[src/rtl/id_hazard_stage_pkg.sv]
// Shared encodings for the decode-stage hazard/branch back end.
package id_hazard_stage_pkg;

  typedef enum logic [2:0] {
    BR_NONE = 3'd0,
    BR_BEQ  = 3'd1,
    BR_BNE  = 3'd2,
    BR_BLEZ = 3'd3,
    BR_BGTZ = 3'd4,
    BR_BLTZ = 3'd5,
    BR_BGEZ = 3'd6,
    BR_RSVD = 3'd7
  } brType_e;

  typedef enum logic [1:0] {
    FWD_RF = 2'd0,
    FWD_M  = 2'd1,
    FWD_W  = 2'd2
  } fwdSel_e;

  // Every bit of a bubbled control bundle takes this value.
  localparam logic BUBBLE_CTRL_BIT = 1'b0;

  function automatic logic isBranch(input logic [2:0] brType);
    return (brType >= 3'd1) && (brType <= 3'd6);
  endfunction

endpackage

[src/rtl/id_hazard_stage_branch_cmp.sv]
// Branch condition evaluator: signed compare of forwarded operands.
module branch_cmp
  import id_hazard_stage_pkg::*;
#(
  parameter int unsigned DATA_W = 32
) (
  input  logic [2:0]        brType,
  input  logic [DATA_W-1:0] a,
  input  logic [DATA_W-1:0] b,
  output logic              taken
);

  logic aNeg;
  logic aZero;

  always_comb begin
    aNeg  = a[DATA_W-1];
    aZero = (a == '0);
    taken = 1'b0;
    case (brType_e'(brType))
      BR_BEQ:  taken = (a == b);
      BR_BNE:  taken = (a != b);
      BR_BLEZ: taken = aNeg || aZero;
      BR_BGTZ: taken = !aNeg && !aZero;
      BR_BLTZ: taken = aNeg;
      BR_BGEZ: taken = !aNeg;
      default: taken = 1'b0;
    endcase
  end

endmodule

[src/rtl/id_hazard_stage.sv]
// Decode-stage back end: hazard detection, branch resolution with M/W
// forwarding, ID/EX pipeline register and saturating stall counter.
module id_hazard_stage
  import id_hazard_stage_pkg::*;
#(
  parameter int unsigned DATA_W      = 32,
  parameter int unsigned REG_ADDR_W  = 5,
  parameter int unsigned CTRL_W      = 16,
  parameter int unsigned DELAY_SLOT  = 1,
  parameter int unsigned WB_BYPASS   = 1,
  parameter int unsigned STALL_CNT_W = 32
) (
  input  logic                   clk,
  input  logic                   rst,
  input  logic                   validD,
  input  logic [REG_ADDR_W-1:0]  rsD,
  input  logic [REG_ADDR_W-1:0]  rtD,
  input  logic [REG_ADDR_W-1:0]  rdD,
  input  logic                   usesRsD,
  input  logic                   usesRtD,
  input  logic [DATA_W-1:0]      readData1D,
  input  logic [DATA_W-1:0]      readData2D,
  input  logic [15:0]            imm16D,
  input  logic [CTRL_W-1:0]      ctrlD,
  input  logic [2:0]             brTypeD,
  input  logic [REG_ADDR_W-1:0]  writeRegE,
  input  logic                   regWriteE,
  input  logic                   memToRegE,
  input  logic [REG_ADDR_W-1:0]  writeRegM,
  input  logic                   regWriteM,
  input  logic                   memToRegM,
  input  logic [DATA_W-1:0]      aluOutM,
  input  logic [REG_ADDR_W-1:0]  writeRegW,
  input  logic                   regWriteW,
  input  logic [DATA_W-1:0]      wbOutW,
  input  logic                   flushE,
  output logic                   stallF,
  output logic                   stallD,
  output logic                   flushD,
  output logic                   branchTakenD,
  output logic [1:0]             forwardAD,
  output logic [1:0]             forwardBD,
  output logic                   validE,
  output logic [REG_ADDR_W-1:0]  rsE,
  output logic [REG_ADDR_W-1:0]  rtE,
  output logic [REG_ADDR_W-1:0]  rdE,
  output logic [DATA_W-1:0]      readData1E,
  output logic [DATA_W-1:0]      readData2E,
  output logic [15:0]            imm16E,
  output logic [CTRL_W-1:0]      ctrlE,
  output logic [STALL_CNT_W-1:0] stallCount
);

  logic              matchE;
  logic              matchM;
  logic              loadUse;
  logic              brHaz;
  logic              stall;
  fwdSel_e           fwdA;
  fwdSel_e           fwdB;
  logic [DATA_W-1:0] opA;
  logic [DATA_W-1:0] opB;
  logic              condTaken;

  // Register 0 is hardwired, so it never creates a dependency.
  always_comb begin
    matchE = (writeRegE != '0) &&
             ((usesRsD && (rsD == writeRegE)) || (usesRtD && (rtD == writeRegE)));
    matchM = (writeRegM != '0) &&
             ((usesRsD && (rsD == writeRegM)) || (usesRtD && (rtD == writeRegM)));
    loadUse = validE && memToRegE && matchE;
    brHaz   = isBranch(brTypeD) &&
              ((regWriteE && matchE) || (regWriteM && memToRegM && matchM));
    stall   = validD && (loadUse || brHaz);
  end

  always_comb begin
    fwdA = FWD_RF;
    fwdB = FWD_RF;
    if (regWriteM && !memToRegM && (rsD != '0) && (writeRegM == rsD))
      fwdA = FWD_M;
    else if ((WB_BYPASS != 0) && regWriteW && (rsD != '0) && (writeRegW == rsD))
      fwdA = FWD_W;
    if (regWriteM && !memToRegM && (rtD != '0) && (writeRegM == rtD))
      fwdB = FWD_M;
    else if ((WB_BYPASS != 0) && regWriteW && (rtD != '0) && (writeRegW == rtD))
      fwdB = FWD_W;
  end

  always_comb begin
    case (fwdA)
      FWD_M:   opA = aluOutM;
      FWD_W:   opA = wbOutW;
      default: opA = readData1D;
    endcase
    case (fwdB)
      FWD_M:   opB = aluOutM;
      FWD_W:   opB = wbOutW;
      default: opB = readData2D;
    endcase
  end

  branch_cmp #(.DATA_W(DATA_W)) uCmp (
    .brType (brTypeD),
    .a      (opA),
    .b      (opB),
    .taken  (condTaken)
  );

  always_comb begin
    stallF       = stall;
    stallD       = stall;
    forwardAD    = fwdA;
    forwardBD    = fwdB;
    branchTakenD = validD && !stall && condTaken;
    flushD       = branchTakenD && (DELAY_SLOT == 0);
  end

  // A stall re-inserts a bubble every stalled cycle; D holds the instruction.
  always_ff @(posedge clk) begin
    if (rst || flushE || stall) begin
      validE     <= 1'b0;
      rsE        <= '0;
      rtE        <= '0;
      rdE        <= '0;
      readData1E <= '0;
      readData2E <= '0;
      imm16E     <= '0;
      ctrlE      <= {CTRL_W{BUBBLE_CTRL_BIT}};
    end else begin
      validE     <= validD;
      rsE        <= rsD;
      rtE        <= rtD;
      rdE        <= rdD;
      readData1E <= readData1D;
      readData2E <= readData2D;
      imm16E     <= imm16D;
      ctrlE      <= validD ? ctrlD : {CTRL_W{BUBBLE_CTRL_BIT}};
    end
  end

  always_ff @(posedge clk) begin
    if (rst)
      stallCount <= '0;
    else if (stall && (stallCount != '1))
      stallCount <= stallCount + STALL_CNT_W'(1);
  end

endmodule

[config.mk]
export PLATFORM = sky130hd
export DESIGN_NAME = id_hazard_stage
export DESIGN_NICKNAME = d
export VERILOG_FILES = /design/src/rtl/id_hazard_stage_pkg.sv /design/src/rtl/id_hazard_stage_branch_cmp.sv /design/src/rtl/id_hazard_stage.sv
export SDC_FILE = /design/constraint.sdc
export NUM_CORES = 1
export LEC_CHECK = 0
export CAP_MARGIN = 15
export CORE_MARGIN = 1.5
export CORE_UTILIZATION = 42
export CTS_CLUSTER_DIAMETER = 80
export DETAILED_ROUTE_END_ITERATION = 16
export GPL_TIMING_DRIVEN = 0
export PLACE_DENSITY = 0.79
export SETUP_SLACK_MARGIN = 0.2
export SYNTH_ARGS = -nofsm -noshare
export SYNTH_HDL_FRONTEND = slang
export SYNTH_SLANG_ARGS = --single-unit
[constraint.sdc]
create_clock -name clk -period 5.5 [get_ports clk]
set_clock_uncertainty 0.1 [all_clocks]
set_input_delay 1.1 -clock clk [delete_from_list [all_inputs] [get_ports clk]]
set_output_delay 1.1 -clock clk [all_outputs]
set_load 0.01 [all_outputs]
## Yosys cells after proc, flatten, opt, wreduce, memory -nomap -nowiden

Index checks and enable logic that the tools add are counted.

| storage, ports and cells | value |
|---|---|
| register bits | 144 |
| latch bits | 0 |
| RAM bits | 0 |
| memory bits (read-only) | 0 |
| input bits | 204 |
| output and inout bits | 152 |
| logic and storage cells | 85 |
| memories | 0 |

| operators by class | value |
|---|---|
| add/sub/neg operators | 1 |
| multipliers | 0 |
| divide/modulo/power cells | 0 |
| magnitude comparators | 2 |
| eq/ne operators | 21 |
| shift-type cells | 0 |
| multiplexer cells | 7 |
| bitwise gates (word level) | 1 |
| reduce and logical (&&, ||, !) cells | 44 |

Operator list:

| cell | number |
|---|---|
| $pmux 32 s2 | 2 |
| $eq 5x5->1 | 8 |
| $add 32x1->32 const B | 1 |
| $eq 32x32->1 | 1 |
| $logic_not 32->1 | 1 |
| $ne 32x32->1 | 1 |
| $ne 32x32->1 const B | 1 |
| $logic_and 1x1->1 | 27 |
| $reduce_bool 5->1 | 4 |
| $eq 3x3->1 const B | 3 |
| $mux 2 | 4 |
| $logic_or 1x1->1 | 7 |
| $eq 3x2->1 const B | 2 |
| $pmux 1 s6 | 1 |
| $eq 2x1->1 const B | 2 |
| $eq 2x2->1 const B | 2 |
| $logic_not 1->1 | 4 |
| $eq 3x1->1 const B | 1 |
| $ge 3x1->1 const B | 1 |
| $le 3x3->1 const B | 1 |
| $reduce_or 2->1 | 1 |
| $not 1->1 | 1 |

## Depth between registers and ports, before layout

Gate-level depths: netlist of run 1.

| logic depth | value |
|---|---|
| depth in word-level cells | 12 |
| depth in mapped cells | 12 |

## Modules after synthesis

Synthesis of run 1 repeated with hierarchy kept, for this count alone.

| unflattened totals | value |
|---|---|
| cells, all modules | 757 |
| area total of the unflattened synthesis | 6859.1 µm² |

By module, submodules not included:

| module | instances | cells each | area an instance (µm²) | sequential area each (µm²) |
|---|---|---|---|---|
| id_hazard_stage | 1 | 696 | 6374.9 | 2882.8 |
| branch_cmp | 1 | 61 | 484.2 | 0.0 |

## Least setup slack after synthesis of run 1

OpenSTA, ideal clock, no wires.

| timing | value |
|---|---|
| kind | in2out |
| start point | input rsD[0] |
| end point | output branchTakenD |
| arrival time | 3459 ps |
| data required time | 4300 ps |
| path slack | 841 ps |
| cell stages on the path | 12 |
| path buffers | 3 |
| path through | buf_2 -> xnor2_1 -> nand3_1 -> or3_1 -> buf_4 -> buf_2 -> a2bb2oi_1 -> xor2_1 -> nor4_1 -> nand4_1 -> o21bai_1 -> nor4b_2 |

| between the ends | value |
|---|---|
| longest elaborated chain between the ends | 12 |
| elaborated cells between the ends (all ways) | 38 |
| those cells by class | eq/ne: 8; mux: 4; reduce/logical: 26 |

Ends and longest elaborated chain:

| element | RTL line | text |
|---|---|---|
| start, declared | id_hazard_stage.sv:16 | `input logic [REG_ADDR_W-1:0] rsD,` |
| $reduce_bool 5->1, or another cell as far along | id_hazard_stage.sv:80, id_hazard_stage.sv:82 |  |
| $logic_and 1x1->1, on equally long branches | id_hazard_stage.sv:82, id_hazard_stage.sv:68, id_hazard_stage.sv:70 |  |
| $logic_and 1x1->1, or another cell as far along | id_hazard_stage.sv:82 | `else if ((WB_BYPASS != 0) && regWriteW && (rsD != '0) && (writeRegW == rsD))` |
| $mux 2, or another cell as far along | id_hazard_stage.sv:82 |  |
| $mux 2 or $logic_and 1x1->1 (tied branches) | id_hazard_stage.sv:80, id_hazard_stage.sv:73 |  |
| $eq 2x2->1, or another cell as far along | id_hazard_stage.sv:91 | `case (fwdA)` |
| $pmux 32 s2 or $logic_and 1x1->1 (tied branches) | id_hazard_stage.sv:91, id_hazard_stage.sv:72 |  |
| $logic_not 32->1 or $logic_or 1x1->1 (tied branches) | id_hazard_stage_branch_cmp.sv:18, id_hazard_stage.sv:74 |  |
| $logic_not 1->1 or $logic_and 1x1->1 (tied branches) | id_hazard_stage_branch_cmp.sv:24, id_hazard_stage.sv:74 |  |
| $logic_and 1x1->1 or $logic_not 1->1 (tied branches) | id_hazard_stage_branch_cmp.sv:24, id_hazard_stage.sv:115 |  |
| $pmux 1 s6 or $logic_and 1x1->1 (tied branches) | id_hazard_stage_branch_cmp.sv:20, id_hazard_stage.sv:115 |  |
| $logic_and 1x1->1 * | id_hazard_stage.sv:115 | `branchTakenD = validD && !stall && condTaken;` |
| end, declared | id_hazard_stage.sv:40 | `output logic branchTakenD,` |

Mark *: on every way between the ends. The rest lies on a longest branch, timed or not.

## Final worst setup path of run 1

| timing | value |
|---|---|
| start point | input writeRegW[2] |
| end point | output branchTakenD |

| between the ends | value |
|---|---|
| longest elaborated chain between the ends | 11 |
| elaborated cells between the ends (all ways) | 23 |
| those cells by class | eq/ne: 8; mux: 7; reduce/logical: 8 |

Ends and longest elaborated chain:

| element | RTL line | text |
|---|---|---|
| start, declared | id_hazard_stage.sv:33 | `input logic [REG_ADDR_W-1:0] writeRegW,` |
| $eq 5x5->1 | id_hazard_stage.sv:82 |  |
| $logic_and 1x1->1 | id_hazard_stage.sv:82 |  |
| $mux 2 | id_hazard_stage.sv:82 |  |
| $mux 2 | id_hazard_stage.sv:80 | `if (regWriteM && !memToRegM && (rsD != '0) && (writeRegM == rsD))` |
| $eq 2x2->1 or $eq 2x1->1 (tied branches) | id_hazard_stage.sv:91 |  |
| $pmux 32 s2 | id_hazard_stage.sv:91 |  |
| $logic_not 32->1 | id_hazard_stage_branch_cmp.sv:18 | `aZero = (a == '0);` |
| $logic_not 1->1 | id_hazard_stage_branch_cmp.sv:24 | `BR_BGTZ: taken = !aNeg && !aZero;` |
| $logic_and 1x1->1 | id_hazard_stage_branch_cmp.sv:24 |  |
| $pmux 1 s6 * | id_hazard_stage_branch_cmp.sv:20 | `case (brType_e'(brType))` |
| $logic_and 1x1->1 * | id_hazard_stage.sv:115 |  |

Marks and branches as above.

==> results of run 1 <==
flip-flops by register name, indices dropped and copies added, names as in the netlist:
name / count
ctrlE: 16
imm16E: 16
validE: 1
rdE: 5
rtE: 5
readData2E: 32
rsE: 5
stallCount: 32
readData1E: 32
cells in the mapped netlist (all sizes together) (18+ instances only):
| master | number |
|---|---|
| a31oi | 46 |
| and2 | 98 |
| and3 | 21 |
| buf | 18 |
| clkbuf | 70 |
| dfxtp | 144 |
| nand2 | 92 |
| nor2 | 37 |
| nor3 | 47 |
| nor4 | 93 |
| o21ai | 69 |
| xnor2 | 39 |
| xor2 | 51 |
per-layer routing:
layer  share of wire  vias to the layer above  GRT usage
met5               0                        -          0
met4           0.037                        0      0.121
met3           0.077                      100     0.0620
met2            0.47                      542      0.572
met1            0.41                     4289      0.443
li1                -                     4217          -
worst max-delay path, cell delays in order:
cell	delay, ns
buf_2	0.15
xor2_4	0.17
or4b_4	0.60
buf_8	0.16
clkbuf_8	0.17
o21ai_1	0.30
a2bb2oi_2	0.13
xor2_1	0.17
nor4_1	0.27
nand4_1	0.18
buf_4	0.18
nor4_4	0.21
nor4b_2	0.08
buf_2	0.15
final cells by class:
type / instances / area, µm²
Clock buffer: 21 / 450
Fill cell: 1402 / 4570
Antenna cell: 1 / 2.50
Tap cell: 229 / 287
Clock inverter: 11 / 78.8
Multi-Input combinational cell: 709 / 5360
Timing Repair Buffer: 372 / 3650
Buffer: 88 / 637
Inverter: 12 / 45.0
Sequential cell: 144 / 2880
repair_timing:
item / CTS / global route
buffers inserted: 12 / 9
setup endpoints to repair: 1 / 1
resized for setup: 194 / 213
pin swaps: 25 / 34
cells by family (layout without fill, tap and decap cells):
| logic type | count (synthesis) | after routing | synth area share |
|---|---|---|---|
| AOI/OAI and AO/OA | 169 | 169 | 0.146 |
| xor gates and xnor gates | 90 | 90 | 0.103 |
| adders and majority gates | 1 | 1 | 0.00163 |
| buffers and inverters | 100 | 504 | 0.0528 |
| DFF | 144 | 144 | 0.375 |
| muxes | 1 | 1 | 0.00130 |
| other | 1 | 2 | 0.000488 |
| and+or+nand+nor | 447 | 447 | 0.320 |
metrics by stage:
stage	area (µm²)	TNS (ns)	std cells
3_3_place_gp	11500	-1.38	1533
4_1_cts	12500	0	1577
2_1_floorplan	7680	0	953
3_5_place_dp	11500	-1.26	1533
5_1_grt	13400	0	1587
6_report	13400	0	1587
worst max path at each step:
stage	depth (start not counted)	slack [ns]	from	endpoint
after floorplan	12	0.84	rsD[0]	branchTakenD
after global placement	12	-1.38	rtD[1]	branchTakenD
final	14	0.27	writeRegW[2]	branchTakenD
after CTS	12	0.20	rsD[4]	branchTakenD
after detailed placement	12	-1.26	rtD[1]	branchTakenD
after global routing	14	0.17	writeRegM[2]	branchTakenD
power groups by stage:
stage               sequential [mW]  combinational (mW)  clock [mW]
global placement               1.11               0.580           0
global route                   1.09               0.755        1.12
floorplan                      1.12               0.241           0
finish                         1.08               0.724        1.06
CTS                            1.08               0.636        1.07
detailed placement             1.11               0.582           0
==> flow_summary_export.csv, run 1 <==
group,metric,value,unit
run_status,status,"finished, final reports clean",
sta,finalMaxSlewViolations,0,
sta,slew_headroom,0.557,
pwr,power.share.clock,0.370,
setup_path,crit_type,"input port to output pin",
pwr,p_leak,4.73,nW
pwr,seqPwrFrac,0.378,
clock_tree,root_buffer,"clkbuf_16",
clock_tree,cts_tree,"yes",
sta,rsz0062_at_grt,"false",
clock_tree,cts_max_path_buffers,2,
sta,fin_crit_sh,0.950,
drt,dr.pass1.iters,5,
clock_tree,cts_hold_buf,0,
cells_and_area,drive_gt1_frac,0.181,
synth,yosys-top-cells-area,"dfxtp_1 38%, and2_1 8.0%, nor4_1 7.6%, xor2_1 5.8%, nand2_1 4.5%",
pwr,switching_share,0.298,
clock_tree,numCtsBuffers,17,
drt,drt_iter0_drc,691,
clock_tree,cts_sinks,144,
synth,synth-seq-area-share,0.375,
synth,synth_cell_types,48,
place,dp_slack,-1.26,ns
pwr,comb_power_share,0.252,
synth,syn_area,7680,µm²
clock_tree,h-tree-depth,4,
min_path,hold_start,"stallCount[20]$_SDFFE_PP0P_",
sta,clock.fmax,0.191,GHz
die,pin_count,356,
global_route,grt_pass1_vias,8620,
die,dieWidth,138,µm
global_route,grt_pass1_wl,50300,µm
job,drv_cap,0,
sta,final_hold_viol_count,0,
drt,routed_wl,34600,µm
sta,fin_hold_ws,0.405,ns
cells_and_area,mostFrequentLayoutCells,"329 x clkdlybuf4s50_1, 144 x dfxtp_1, 98 x and2_1",
pwr,ir_worst_vdd,0.217,mV
cells_and_area,area_growth,74.5,%
cells_and_area,final_nets,1549,
sta,period_minus_slack,5.23,ns
pwr,power.switching,856,µW
synth,ys_ff_latch,144,
setup_path,required,4.30,ns
global_route,gr-total-overflow,0,
drt,avgRoutedWirePerCell,21.8,µm
die,coreArea,18000,µm²
drt,via_per_inst,5.76,
synth,yosysTopAreaCell,"dfxtp_1",
cells_and_area,final_core_util,0.746,
setup_path,reg2reg_slack,2.27,ns
place,gp_congestion,1.01,
drt,ant_nets,0,
synth,syn_inst,953,
global_route,grt_max_degree,17,
cells_and_area,mostFrequentLayoutCell,"clkdlybuf4s50_1",
synth,syn_nets,1158,
global_route,grt.total_usage,0.342,
min_path,min-delay-path-class,"flip-flop to flip-flop",
pwr,intPower,2.01,mW
drt,vias,9148,
setup_path,crit_arrival,4.03,ns
setup_path,rr_worst_depth,10,
synth,ys.flop_type,"dfxtp_1",
setup_path,cp-end-kind,"output pin",
synth,syn_area_per_cell,8.06,µm²
global_route,antenna_found_initial,1,
sta,fin_ws,0.273,ns
place,portBuffers,351,
pwr,power_density,214,nW/µm²
min_path,hold_end,"stallCount[20]$_SDFFE_PP0P_",
die,rows,49,
die,die_area,19100,µm²
drt,drc,0,
synth,synth_edf_count,0,
setup_path,critPathMaxFanout,10,
pwr,total_power,2.87,mW
synth,yosysWarnings,0,
die,die_y,138,µm
die,initial_core_util,0.427,
place,place_hpwl,26700,µm
sta,tightest_slew,0.664,ns
setup_path,rr_endpoint,"stallCount[5]$_SDFFE_PP0P_",
synth,synth_top_area_share,0.375,
clock_tree,clk_latency,0.42,ns
clock_tree,cts.reportedPaths.clkPinSlew,0.07,ns
setup_path,rr_startpoint,"stallCount[3]$_SDFFE_PP0P_",
synth,ys_async_sr_fraction,0,
min_path,whs_path_depth,2,
setup_path,start_kind,"input port",
sta,finalSetupViolations,0,
Note: power is estimated with default switching activity, not from simulation.
==> run 2: changes to the inputs <==
Settings changed: GPL_TIMING_DRIVEN 0 to not set.
==> flow_summary_export.csv, run 2 (synthesized netlist as in run 1, its figures left out) <==
group,metric,value,unit
run_status,status,"finished, final reports clean",
clock_tree,clk_latency,0.43,ns
die,die_y,138,µm
die,pin_count,356,
clock_tree,cts_sinks,144,
cells_and_area,area_growth,81.9,%
die,coreArea,18000,µm²
die,die_area,19100,µm²
clock_tree,cts_max_path_buffers,2,
drt,vias,9566,
drt,routed_wl,35900,µm
setup_path,required,4.30,ns
sta,fin_crit_sh,0.976,
job,drv_cap,0,
setup_path,cp-end-kind,"output pin",
sta,tns,0,ns
drt,dr.pass1.iters,6,
drt,drc,0,
clock_tree,numCtsBuffers,17,
cells_and_area,fin_area,14000,µm²
cells_and_area,mostFrequentLayoutCell,"clkdlybuf4s50_1",
place,place_hpwl,26600,µm
die,dieWidth,138,µm
cells_and_area,final_cell_count_no_fill,1638,
clock_tree,h-tree-depth,4,
drt,drt_iter0_drc,888,
cells_and_area,drive_gt1_frac,0.218,
setup_path,start_kind,"input port",
pwr,p_leak,5.18,nW
die,rows,49,
setup_path,crit_arrival,4.17,ns
place,dp_cells,1565,
global_route,grt_pass1_wl,53100,µm
clock_tree,cts.reportedPaths.clkPinSlew,0.06,ns
place,postPlaceCellArea,12200,µm²
die,initial_core_util,0.427,
cells_and_area,diodes,0,
cells_and_area,final_core_util,0.778,
setup_path,crit_type,"input port to output pin",
drt,avgRoutedWirePerCell,21.9,µm
sta,period_minus_slack,5.37,ns
cells_and_area,mostFrequentLayoutCells,"331 x clkdlybuf4s50_1, 144 x dfxtp_1, 122 x buf_4",
pwr,total_power,3.09,mW
place,gp_congestion,1.01,
global_route,gr-total-overflow,0,
sta,final_hold_viol_count,0,
place,portBuffers,354,
clock_tree,root_buffer,"clkbuf_16",
global_route,grt_pass1_vias,9033,
cells_and_area,largest_registers,"readData1E x32, readData2E x32, stallCount x32",
global_route,grt_max_degree,86,
sta,finalSetupViolations,0,
sta,tightest_slew,0.695,ns
clock_tree,cts_tree,"yes",
setup_path,critPathMaxFanout,8,
min_path,min-delay-path-class,"flip-flop to flip-flop",
pwr,power_density,221,nW/µm²
drt,ant_nets,0,
cells_and_area,final_nets,1601,
drt,via_per_inst,5.84,
pwr,ir_worst_vdd,0.238,mV
sta,rsz0062_at_grt,"true",
global_route,antenna_found_initial,0,
sta,clock.fmax,0.186,GHz
global_route,grt.total_usage,0.359,
sta,finalMaxSlewViolations,0,
sta,slew_headroom,0.537,
[run 2: cell types whose count changed in the layout (fill, tap and decap cells not counted), moves of 5 or more]
cell      delta
a31oi_1      +6
clkbuf_4     -6
buf_12       +6
o21ai_0     +20
buf_4       +96
buf_2        -5
clkbuf_2     -7
a32oi_4      -5
o21ai_1      -6
o21ai_2     -10
buf_16       +5
clkbuf_1    -43
[run 2: what timing repair did]
action	in CTS	in global routing
pin swaps	47	55
setup buffers	15	17
cloned	8	1
hold buffers	0	0
endpoints found under the setup margin	1	1
resized for setup	144	73
[run 2: final cells by class]
type | instances | area, µm²
timing repair buffer | 512 | 5070
multi-input combinational | 709 | 5070
fill | 1273 | 4000
sequential | 144 | 2880
clock buffer | 18 | 439
tap | 229 | 287
clock inverter | 14 | 168
inverter | 12 | 45.0
[run 2: layer usage]
metal,track usage,up-vias,share of wire
li1,-,4326,-
met1,0.471,4465,0.40
met2,0.593,686,0.47
met3,0.0669,89,0.097
met4,0.124,0,0.035
met5,0,-,0
[run 2: final timing paths]
check / to / start / slack [ns] / cells past startpoint
min reg2reg: stallCount[9]$_SDFFE_PP0P_ / stallCount[9]$_SDFFE_PP0P_ / 0.43 / 2
max reg2reg: stallCount[31]$_SDFFE_PP0P_ / stallCount[3]$_SDFFE_PP0P_ / 2.40 / 9
max: branchTakenD / writeRegM[2] / 0.13 / 15
min: stallCount[9]$_SDFFE_PP0P_ / stallCount[9]$_SDFFE_PP0P_ / 0.43 / 2
[run 2: through the flow]
stage / worst slack [ns] / hold slack (ns)
2_1_floorplan: 0.841 / 0.411
3_3_place_gp: -1.02 / 0.384
3_5_place_dp: -0.892 / 0.402
4_1_cts: 0.197 / 0.418
5_1_grt: -0.0150 / 0.448
6_report: 0.133 / 0.426
[run 2: critical path, cell delays in order]
cell	delay [ns]
clkdlybuf4s50_1	0.44
buf_4	0.16
xnor2_2	0.18
nand4_1	0.14
or2_4	0.33
buf_4	0.16
buf_4	0.15
a31oi_1	0.19
xor2_1	0.10
nor4_1	0.36
nand4_1	0.17
buf_4	0.17
nor4_4	0.27
nor4b_4	0.09
buf_2	0.15
[run 2: power breakdown]
part	internal [mW]	leakage, nW	switching, mW
registers	1.07	1.18	0.00886
logic	0.408	3.71	0.379
clock network	0.698	0.292	0.521
